--- src/rtl/tx_fifo_param.sv ---
// tx_fifo_param: parametrised synchronous FIFO with registered read, flush and sticky error flags
module tx_fifo_param #(
  parameter int DATA_W    = 8,
  parameter int DEPTH     = 16,
  parameter int AFULL_TH  = DEPTH - 2,
  parameter int AEMPTY_TH = 2
) (
  input  logic                     clk,
  input  logic                     rst,
  input  logic                     flush,
  input  logic                     wr_en,
  input  logic [DATA_W-1:0]        wr_data,
  input  logic                     rd_en,
  output logic [DATA_W-1:0]        rd_data,
  output logic                     rd_valid,
  output logic                     full,
  output logic                     empty,
  output logic                     almost_full,
  output logic                     almost_empty,
  output logic [$clog2(DEPTH):0]   count,
  output logic                     overflow,
  output logic                     underflow,
  input  logic                     clr_err
);
  localparam int AW = $clog2(DEPTH);
  logic [DATA_W-1:0] mem [DEPTH];
  logic [AW-1:0] w_ptr, r_ptr;
  logic wa, ra;
  assign ra = rd_en & ~empty & ~flush;
  assign wa = wr_en & (~full | ra) & ~flush;
  assign full = count == (AW+1)'(DEPTH);
  assign empty = count == '0;
  assign almost_full = count >= (AW+1)'(AFULL_TH);
  assign almost_empty = count <= (AW+1)'(AEMPTY_TH);
  // storage array, written only on an accepted write; never reset
  always_ff @(posedge clk)
    if (wa) mem[w_ptr] <= wr_data;
  // pointers, occupancy and registered read port; flush clears all but rd_data
  always_ff @(posedge clk or posedge rst)
    if (rst) begin
      w_ptr <= '0;
      r_ptr <= '0;
      count <= '0;
      rd_data <= '0;
      rd_valid <= 1'b0;
    end else if (flush) begin
      w_ptr <= '0;
      r_ptr <= '0;
      count <= '0;
      rd_valid <= 1'b0;
    end else begin
      if (wa) w_ptr <= w_ptr + AW'(1);
      if (ra) r_ptr <= r_ptr + AW'(1);
      if (ra) rd_data <= mem[r_ptr];
      rd_valid <= ra;
      count <= (wa & ~ra) ? count + (AW+1)'(1) : (ra & ~wa) ? count - (AW+1)'(1) : count;
    end
  // sticky error flags; a new error beats clr_err, flush freezes them
  always_ff @(posedge clk or posedge rst)
    if (rst) begin
      overflow <= 1'b0;
      underflow <= 1'b0;
    end else if (!flush) begin
      overflow <= (overflow & ~clr_err) | (wr_en & ~wa);
      underflow <= (underflow & ~clr_err) | (rd_en & ~ra);
    end
endmodule

--- config.mk ---
export PLATFORM = sky130hd
export DESIGN_NAME = tx_fifo_param
export DESIGN_NICKNAME = d
export VERILOG_FILES = /design/src/rtl/tx_fifo_param.sv
export SDC_FILE = /design/constraint.sdc
export NUM_CORES = 1
export LEC_CHECK = 0
export CAP_MARGIN = 30
export CORE_MARGIN = 2
export CORE_UTILIZATION = 50
export DETAILED_ROUTE_END_ITERATION = 16
export GPL_TIMING_DRIVEN = 1
export PLACE_DENSITY = 0.8
export SLEW_MARGIN = 20
export SYNTH_ARGS = -nofsm -noshare
export SYNTH_HDL_FRONTEND = slang
export SYNTH_SLANG_ARGS = --single-unit
--- constraint.sdc ---
create_clock -name clk -period 3.1 [get_ports clk]
set_input_delay 0.31 -clock clk [delete_from_list [all_inputs] [get_ports clk]]
set_output_delay 0.31 -clock clk [all_outputs]
set_load 0.03 [all_outputs]
==> results.md, run 1 <==
* Worst-Margin Slew at 975.9 ps
* EDFF count, synth at 128
* Fin. Hold Viols at 0
* Setup TNS at 0 ps
* Net switching power at 1788 uW
* Gates resized, CTS repair at 0
* P&R area growth vs syn at 18.31%
* Initial cell density of the core at 0.5175
* Most Crowded Layer GR: met2
* Tot Pwr at 6058 uW
* Yosys top cell area share at 0.6107
* Clk root buf: clkbuf_16
* Worst skew pair latency at 420 ps
* Total number of vias at 3340
* CP max FO at 8
* CP required at 3450 ps
* Synth area leader: edfxtp_1
* Relative slew slack at 0.3470
* Comb pwr share at 0.259
* Post-synthesis register bit count at 152
* CTS sink cnt at 152
* Die width at 116.2 um
* Power per Cell Area at 813.6 mW/mm^2
* Initial drt markers at 275
* # hold bufs at CTS at 0
* Sequential share of the synthesized area at 0.7062
* Final cycle utilization of the critical path at 0.9192
* Clock transition at the registers of the reported paths at 60 ps
* Post-synthesis mux area share at 0.1447
* P_leak at 0.002513 uW
* Syn_nets at 377
* Area share of fa/ha/maj cells after synthesis at 0.02107
* Clock Skews at 9.270 ps
* Num CTS Buffers at 17
* Initial antenna violation count at 0
* Post-DR wirelength/cell at 20.71 um
* CTS tree: yes
* Max-slew violations at 0
* Crit path arrival time at 3200 ps
* First-pass GRT wire length at 18640 um
* Diodes inserted at 0
* Placeable core area at 0.01216 mm^2
* VDD IR max at 0.5271 mV
* Nets at 423
* Routability cong. at 0.8015
* Setup Fix Bufs, Post-CTS at 0
* Status: complete, no violations
* CP Launch Type: flop
* Simple-gate area share of the yosys netlist at 0.05189
* Total global routing overflow at 0
* DRC Markers at 0
* Synth top area cells: edfxtp_1, mux4_2, dfrtp_1
* Compound-Gate Fraction of Synth Area at 0.04672
* HP Class: in -> async
* Die Area at 0.01350 mm^2
* Reg power frac at 0.405
* Clock Path Buffers at 2
* H-tree depth at 4
* Cell Area, Placed at 0.006829 mm^2
* Drt via density at 5.759
* Reg2Reg Setup Slack at 250 ps
* Warnings, synthesis at 0
* Met3 usage at 0.05968
* Detailed placement HPWL at 7585 um
* FMAX at 350.9 MHz
* I/O Pins at 34
* Switching Fraction at 0.2951
* Max Cap Viol at 0
* Final WS setup at 250.4 ps
* Die Ht at 116.2 um
* Grt met2 use at 0.3119
* Layout cells sized above 1 at 0.1917
* M1 GR Usage at 0.2642
* Largest net degree at the start of global routing at 35
* WS Path Type: reg -> reg
* Post-route cell area at 0.007446 mm^2
* Most frequent cells in the layout: edfxtp_1, clkdlybuf4s50_1, mux4_2
* WL final at 12010 um
* RSZ-0062 raised after global routing: false
* Main flop type after synthesis: edfxtp_1
* Main combinational cell family by area after synthesis: multiplexers
* Most common cell after layout, fill and taps aside: edfxtp_1
* Crit. End Element: flop
* Post-synthesis xor/xnor area fraction at 0.008350
* Crit path launch: count[0]$_DFFE_PP0P_
* Int Power at 4270 uW
* Clock Power Share at 0.337
* Synth async-reset ratio at 0.1579
* Number of global-route vias before repair at 3378
* Final min period at 2850 ps
* First-pass DRT Iterations at 5
* Mapped cell area at 0.006294 mm^2
* Avg Cell Area, Syn at 17.83 um^2
* # setup viols final at 0
* Port bufs at 33
* Synth unique cells at 42
* Reg2reg start: count[0]$_DFFE_PP0P_
* Gate Count Post-Synth at 353
* Post-DRT Antenna Nets at 0
* Place WS at 210.0 ps
* Tot GR Track Use at 0.1956
* Post-layout util at 0.6122
* Row cnt at 40
## metrics by stage
step	instances	hold WS (ps)
after floorplan	353	324.6
after global placement	545	484.8
after detailed placement	546	484.8
after CTS	578	451.2
after global routing	580	176.0
final	580	154.4
## sequential cells by signal (all words and copies together) (netlist names)
name	count
mem	128
r_ptr	4
count	5
rd_data	8
underflow	1
rd_valid	1
overflow	1
w_ptr	4
## cell usage after synthesis (all sizes together), types with 3 or more instances
cell    count
o211ai      5
o221ai      8
o21ai       7
xor2        5
mux4       32
clkbuf      9
ha          9
nor4        4
nand2b      4
nor3        4
buf        11
edfxtp    128
inv        10
a21oi       9
dfrtp      24
nand3       6
nor2b       3
and2        8
nor2       15
mux2i      19
nand2       9
## final cells by class
type                       count  area (um^2)
clock buffer                  20        456.7
clock inverter                12        137.6
fill                         863         4716
inverter                      10        37.54
multi-input combinational    171         1717
sequential                   152         4444
tap                          168        210.2
timing repair buffer          47        442.9
## layer usage
layer	share of wire	wire (um)
met4	0.011	127
met2	0.49	5866
met3	0.079	945
met5	0	0
met1	0.42	5071
## power by group through the flow
| stage | combinational (uW) | clock [uW] | sequential, uW |
|---|---|---|---|
| 3_3_place_gp | 1530 | 0 | 2490 |
| 4_1_cts | 1570 | 2070 | 2450 |
| 6_report | 1570 | 2040 | 2450 |
| 5_1_grt | 1690 | 2150 | 2470 |
| 2_1_floorplan | 933 | 0 | 2630 |
| 3_5_place_dp | 1570 | 0 | 2490 |
## logic make-up (layout without fill, tap and decap cells)
group                      after synthesis  in the layout
DFF                                    152            152
and+or+nand+nor                         63             63
muxes                                   51             51
AOI/OAI and AO/OA                       41             41
buffers and inverters                   30             89
adders and majority gates               10             10
xor gates and xnor gates                 6              6
## critical path, cell delays in order, from the launching register on
cell	delay (ps)
dfrtp_1	470
or4_1	580
o211ai_1	600
fa_1	370
a21o_1	170
a21oi_1	100
or4_1	400
nand4_1	80
## final timing paths
| check | to | depth (start not counted) |
|---|---|---|
| worst max-delay path | count[4]$_DFFE_PP0P_ | 7 |
| worst min-delay path | underflow$_DFFE_PP0N_ | 2 |
| worst max register to register | count[4]$_DFFE_PP0P_ | 7 |
| worst min register to register | underflow$_DFFE_PP0N_ | 1 |
| max in group asynchronous | rd_data[3]$_DFFE_PP0P_ | 3 |
| min in group clk | underflow$_DFFE_PP0N_ | 1 |
(Power assumes the default switching activity.)
==> run 2: changes to the inputs <==
--- a/config.mk
+++ b/config.mk
@@ -11,4 +11,5 @@
 export DETAILED_ROUTE_END_ITERATION = 16
-export GPL_TIMING_DRIVEN = 1
+export GPL_TIMING_DRIVEN = 0
 export PLACE_DENSITY = 0.8
+export SKIP_LAST_GASP = 1
 export SLEW_MARGIN = 20
==> constraint.sdc (replaced) <==
create_clock -name clk -period 3.1 [get_ports clk]
set_input_delay 0.465 -clock clk [delete_from_list [all_inputs] [get_ports clk]]
set_output_delay 0.465 -clock clk [all_outputs]
set_load 0.03 [all_outputs]
==> run 2 against run 1 <==
Against the previous run:
- fmax is 0.61% higher
- hold slack better by 230 ps
- core utilization is 0.24 points higher
- largest cell class unchanged
- largest power group unchanged
==> results.md, run 2 (synthesized netlist as in run 1, its figures left out) <==
* Status: complete, no violations
* CP Launch Type: flop
* Worst R2R Path Depth at 5 (-2)
* Drt via density at 5.894 (+2.3%)
* Worst skew pair latency at 420 ps (about the same)
* CP required at 2630 ps (-820 ps)
* CP cell instances: or4_1 -> buf_2 -> buf_2 -> nor2_1 -> dlygate4sd2_1
* Port bufs at 32 (-3.0%)
* Crit. End Element: output pin
* First-pass GRT wire length at 20110 um (+7.9%)
* Power per Cell Area at 804.2 mW/mm^2 (-1.2%)
* Initial antenna violation count at 0 (unchanged)
* Number of global-route vias before repair at 3513 (+4.0%)
* Clock transition at the registers of the reported paths at 60 ps (about the same)
* Most common cell after layout, fill and taps aside: edfxtp_1
* Die width at 116.2 um (unchanged)
* CTS tree: yes
* CTS sink cnt at 152 (unchanged)
* DRC Markers at 0 (unchanged)
* Clock Path Buffers at 2 (unchanged)
* Row cnt at 40 (unchanged)
* Placeable core area at 0.01216 mm^2 (unchanged)
* Detailed placement HPWL at 8213 um (+8.3%)
* Cell total after placement at 557 (+2.0%)
* Fin. Hold Viols at 0 (unchanged)
* Total global routing overflow at 0 (unchanged)
* P&R area growth vs syn at 18.77%
* Layout cells sized above 1 at 0.2042 (+0.01248)
* Largest regs: mem: 128 flops, rd_data: 8 flops, count: 5 flops
* Met2 wire len at 6286 um (+7.2%)
* Diodes inserted at 0 (unchanged)
* Met3 wire len at 938 um (-0.74%)
* Post-DRT Antenna Nets at 0 (unchanged)
* Reg-to-reg critical path endpoint: mem[5][0]$_DFFE_PP_
* Highest metal used: met4
* Clk root buf: clkbuf_16
* Initial drt markers at 355 (+29%)
* Initial cell density of the core at 0.5175 (unchanged)
* Relative slew slack at 0.3693 (+0.02228)
* VDD IR max at 0.7240 mV (+37%)
* Cell mode on critical path: buf_2
* Die Ht at 116.2 um (unchanged)
* First-pass DRT Iterations at 7 (+2)
* CP max FO at 10 (+2)
* I/O Pins at 34 (unchanged)
* Worst path max stage delay at 560 ps (-40 ps)
* DRT met1 WL at 5554 um (+9.5%)
* Die Area at 0.01350 mm^2 (unchanged)
* Reg2Reg Setup Slack at 440 ps (+190 ps)
* Final non-filler cell total at 594 (+2.4%)
* Num CTS Buffers at 17 (unchanged)
* Worst-Margin Slew at 942.6 ps (-33.30 ps)
* WL final at 13060 um (+8.7%)
* Max Cap Viol at 0 (unchanged)
* Clock Skews at 6.722 ps (-2.548 ps)
* Total number of vias at 3501 (+4.8%)
* Post-DR wirelength/cell at 21.98 um (+6.1%)
* Nets at 438 (+3.5%)
* # setup viols final at 0 (unchanged)
* HP Class: in -> async
* Final cycle utilization of the critical path at 0.9137 (-0.005563)
* Routability cong. at 0.8326 (+3.9%)
* WS Path Type: reg -> out
* Fill cell count at 867 (+0.46%)
* Critical-path top delay cell: or4_1
* Crit path arrival time at 2370 ps (-830 ps)
* Max reg flops at 128 (unchanged)
* P_leak at 0.002536 uW (+0.92%)
* Final min period at 2832 ps (-17.24 ps)
* Setup TNS at 0 ps (unchanged)
* FMAX at 353.1 MHz (+0.61%)
* Most frequent cells in the layout: edfxtp_1, mux4_2, clkdlybuf4s50_1
* # hold bufs at CTS at 0 (unchanged)
* Max-slew violations at 0 (unchanged)
* Reg with most FFs: mem
* RSZ-0062 raised after global routing: false
* H-tree depth at 4 (unchanged)
* Tot GR Track Use at 0.2125 (+0.01685)
* Reg2reg start: count[0]$_DFFE_PP0P_
* Largest net degree at the start of global routing at 25 (-29%)
-- run 2: repair_timing --
item,in CTS,in global routing
pin swaps,0,1
setup buffers,0,4
resized for setup,1,1
endpoints found under the setup margin,1,2
hold endpoints to repair,0,0
-- run 2: worst max-delay path by stage --
| stage | from | to | slack [ps] | depth (start not counted) |
|---|---|---|---|---|
| 3_3_place_gp | wr_en | mem[1][5]$_DFFE_PP_ | -570 | 4 |
| 2_1_floorplan | count[0]$_DFFE_PP0P_ | count[4]$_DFFE_PP0P_ | 330 | 8 |
| 3_5_place_dp | wr_en | count[4]$_DFFE_PP0P_ | 10 | 8 |
| 6_report | count[0]$_DFFE_PP0P_ | empty | 270 | 5 |
| 5_1_grt | count[0]$_DFFE_PP0P_ | empty | 120 | 5 |
| 4_1_cts | count[0]$_DFFE_PP0P_ | full | 9 | 5 |
-- run 2: per-stage QoR --
step	power [uW]	setup slack, ps	utilization	instance area, um^2	hold WS [ps]
finish	6011	267.7	0.6146	7475	387.7
global route	6262	116.8	0.6146	7475	423.6
CTS	6025	9.170	0.6101	7420	453.2
detailed placement	4095	12.42	0.5648	6869	493.2
global placement	4048	-572.6	0.5611	6824	486.3
floorplan	3565	332.1	-	6294	479.6
-- run 2: critical path: cells and delay by family (launching register included) --
family | cells | cell delay [ps]
buf+inv | 3 | 770
flops | 1 | 480
simple gates | 2 | 690
-- run 2: report_power, final --
part | internal, uW | switching [uW] | total (uW)
clock network | 1100 | 830 | 1930
registers | 2340 | 116 | 2460
logic | 706 | 915 | 1620
total | 4150 | 1860 | 6010
-- run 2: final cells by class --
| type | instances | area, um^2 | area share |
|---|---|---|---|
| sequential | 152 | 4444 | 0.5946 |
| clock inverter | 14 | 126.4 | 0.01691 |
| timing repair buffer | 42 | 394.1 | 0.05273 |
| clock buffer | 17 | 425.4 | 0.05691 |
| tap | 168 | 210.2 | 0.02812 |
| buffer | 20 | 95.09 | 0.01272 |
| inverter | 10 | 37.54 | 0.005022 |
| multi-input combinational | 171 | 1742 | 0.2330 |
-- run 2: per-layer routing --
metal  GRT usage  vias to the layer above
li1            -                     1533
met1      0.2883                     1793
met2      0.3263                      153
met3     0.06072                       22
met4     0.09286                        0
met5           0                        -
==> run 3: changes to the inputs <==
Settings changed: CTS_BUF_LIST from default to sky130_fd_sc_hd__clkbuf_4 sky130_fd_sc_hd__clkbuf_8, SLEW_MARGIN 20 to default.
==> run 3 against run 2 <==
Against the previous run:
- flip-flop and latch count did not move
- non-clock buffer count shrank 2
- critical path depth unchanged
- via count decreased by 2.4%
- core utilization is 0.92 points lower
==> results.md, run 3 (synthesized netlist as in run 1, its figures left out) <==
* Status: complete, no violations
* Detailed placement HPWL at 8179 um (-0.42%)
* Port bufs at 32 (unchanged)
* Diodes inserted at 0 (unchanged)
* P&R area growth vs syn at 17.00%
* Initial cell density of the core at 0.5175 (unchanged)
* Largest net degree at the start of global routing at 25 (unchanged)
* Clock Skews at 13.95 ps (+7.229 ps)
* Worst path max stage delay at 560 ps (about the same)
* WS Path Type: reg -> out
* Max Cap Viol at 0 (unchanged)
* I/O Pins at 34 (unchanged)
* Largest regs: mem: 128 flops, rd_data: 8 flops, count: 5 flops
* RSZ-0062 raised after global routing: false
* Relative slew slack at 0.3552 (-0.01407)
* Clock Path Buffers at 2 (unchanged)
* Clock transition at the registers of the reported paths at 80 ps (+20 ps)
* Clk root buf: clkbuf_8
* Cell Area, Placed at 0.006879 mm^2 (+0.15%)
* Reg with most FFs: mem
* # setup viols final at 0 (unchanged)
* Most common cell after layout, fill and taps aside: edfxtp_1
* Placeable core area at 0.01216 mm^2 (unchanged)
* Post-DRT Antenna Nets at 0 (unchanged)
* Max reg flops at 128 (unchanged)
* WL final at 12430 um (-4.8%)
* CP required at 2630 ps (about the same)
* CP max FO at 10 (unchanged)
* Final min period at 2866 ps (+34.03 ps)
* CP cell instances: or4_1 -> buf_2 -> buf_2 -> nor2_1 -> dlygate4sd2_1
* Final non-filler cell total at 592 (-0.34%)
* Nets at 436 (-0.46%)
* Cell total after placement at 557 (unchanged)
* Setup TNS at 0 ps (unchanged)
* Most frequent cells in the layout: edfxtp_1, mux4_2, clkdlybuf4s50_1
* Layout cells sized above 1 at 0.2028 (-0.001395)
* Total global routing overflow at 0 (unchanged)
* H-tree depth at 4 (unchanged)
* Critical-path top delay cell: or4_1
* First-pass DRT Iterations at 6 (-1)
* Cell mode on critical path: buf_2
* HP Class: in -> async
* Routability cong. at 0.8326 (unchanged)
* Drt via density at 5.772 (-2.1%)
* FMAX at 348.9 MHz (-1.2%)
* CTS sink cnt at 152 (unchanged)
* VDD IR max at 0.6849 mV (-5.4%)
* CTS tree: yes
* Crit path arrival time at 2400 ps (+30 ps)
* Max-slew violations at 0 (unchanged)
* Num CTS Buffers at 17 (unchanged)
* Post-DR wirelength/cell at 21.00 um (-4.5%)
* Post-route cell area at 0.007363 mm^2 (-1.5%)
* Crit. End Element: output pin
* Die Area at 0.01350 mm^2 (unchanged)
* Die width at 116.2 um (unchanged)
* Initial antenna violation count at 0 (unchanged)
* Die Ht at 116.2 um (unchanged)
* First-pass GRT wire length at 19260 um (-4.3%)
* Number of global-route vias before repair at 3490 (-0.65%)
* DRC Markers at 0 (unchanged)
* Row cnt at 40 (unchanged)
* CP Launch Type: flop
* Total number of vias at 3417 (-2.4%)
* Final cycle utilization of the critical path at 0.9246 (+0.01098)
* P_leak at 0.002485 uW (-2.0%)
* Power per Cell Area at 773.2 mW/mm^2 (-3.9%)
* Tot GR Track Use at 0.2016 (-0.01087)
* Worst skew pair latency at 440 ps (+20 ps)
* Worst-Margin Slew at 963.6 ps (+21.03 ps)
* Fin. Hold Viols at 0 (unchanged)
* Fill cell count at 894 (+3.1%)
* Initial drt markers at 405 (+14%)
==> run 3: cell count changes in the layout (fill, tap and decap cells not counted), moves of 2 or more <==
| cell | previous run | this run |
|---|---|---|
| buf_2 | 11 | 7 |
| buf_4 | 8 | 10 |
| bufinv_16 | 1 | 4 |
| clkbuf_16 | 17 | 0 |
| clkbuf_8 | 0 | 17 |
| clkinv_4 | 1 | 4 |
| clkinvlp_4 | 5 | 0 |
| inv_6 | 3 | 1 |
==> run 3: area by class of cell <==
type                            count  area, um^2  share of cell area
Clock inverter                     13       195.2             0.02651
Sequential cell                   152        4444              0.6036
Timing Repair Buffer               40       397.9             0.05404
Multi-Input combinational cell    171        1742              0.2365
Buffer                             20       95.09             0.01291
Inverter                           10       37.54            0.005098
Clock buffer                       18       241.5             0.03280
Tap cell                          168       210.2             0.02855
==> run 3: final timing paths <==
kind | startpoint | end | slack (ps) | cells past startpoint
max in group asynchronous | rst | rd_data[2]$_DFFE_PP0P_ | 2480 | 3
max | count[0]$_DFFE_PP0P_ | empty | 230 | 5
min | rst | underflow$_DFFE_PP0N_ | 250 | 2
min in group clk | flush | count[2]$_DFFE_PP0P_ | 450 | 2
max reg2reg | count[0]$_DFFE_PP0P_ | mem[5][3]$_DFFE_PP_ | 470 | 5
min reg2reg | underflow$_DFFE_PP0N_ | underflow$_DFFE_PP0N_ | 500 | 1
==> run 3: routing by layer <==
| metal | up-vias | wire [um] | share of wire | GRT usage |
|---|---|---|---|---|
| li1 | 1525 | - | - | - |
| met1 | 1754 | 5239 | 0.42 | 0.2717 |
| met2 | 128 | 6171 | 0.50 | 0.3185 |
| met3 | 10 | 901 | 0.072 | 0.06124 |
| met4 | 0 | 121 | 0.0097 | 0.06825 |
| met5 | - | 0 | 0 | 0 |
==> run 3: through the flow <==
stage / hold WS [ps] / setup slack (ps) / power, uW / util
CTS: 413.6 / 85.75 / 5703 / 0.6013
floorplan: 479.6 / 332.1 / 3565 / -
finish: 245.3 / 233.7 / 5693 / 0.6055
detailed placement: 488.7 / 35.92 / 4095 / 0.5656
global placement: 486.3 / -572.6 / 4048 / 0.5611
global route: 229.3 / 82.51 / 5948 / 0.6055
==> run 3: what timing repair did <==
item,CTS,global route
cloned,0,0
hold buffers,0,0
setup endpoints to repair,2,1
pin swaps,0,1
resized for setup,2,0
setup buffers,0,3
==> run 3: worst max-delay path, delay by kind of cell, from the launching register on <==
family	cells	cell delay, ps
buffers and inverters	3	780
AND/OR/NAND/NOR	2	690
flip-flops	1	490
==> run 3: power by group <==
| part | internal [uW] | leakage, uW | switching [uW] |
|---|---|---|---|
| Sequential | 2340 | 0.00147 | 111 |
| Combinational | 705 | 0.000796 | 907 |
| Clock | 895 | 0.000222 | 739 |
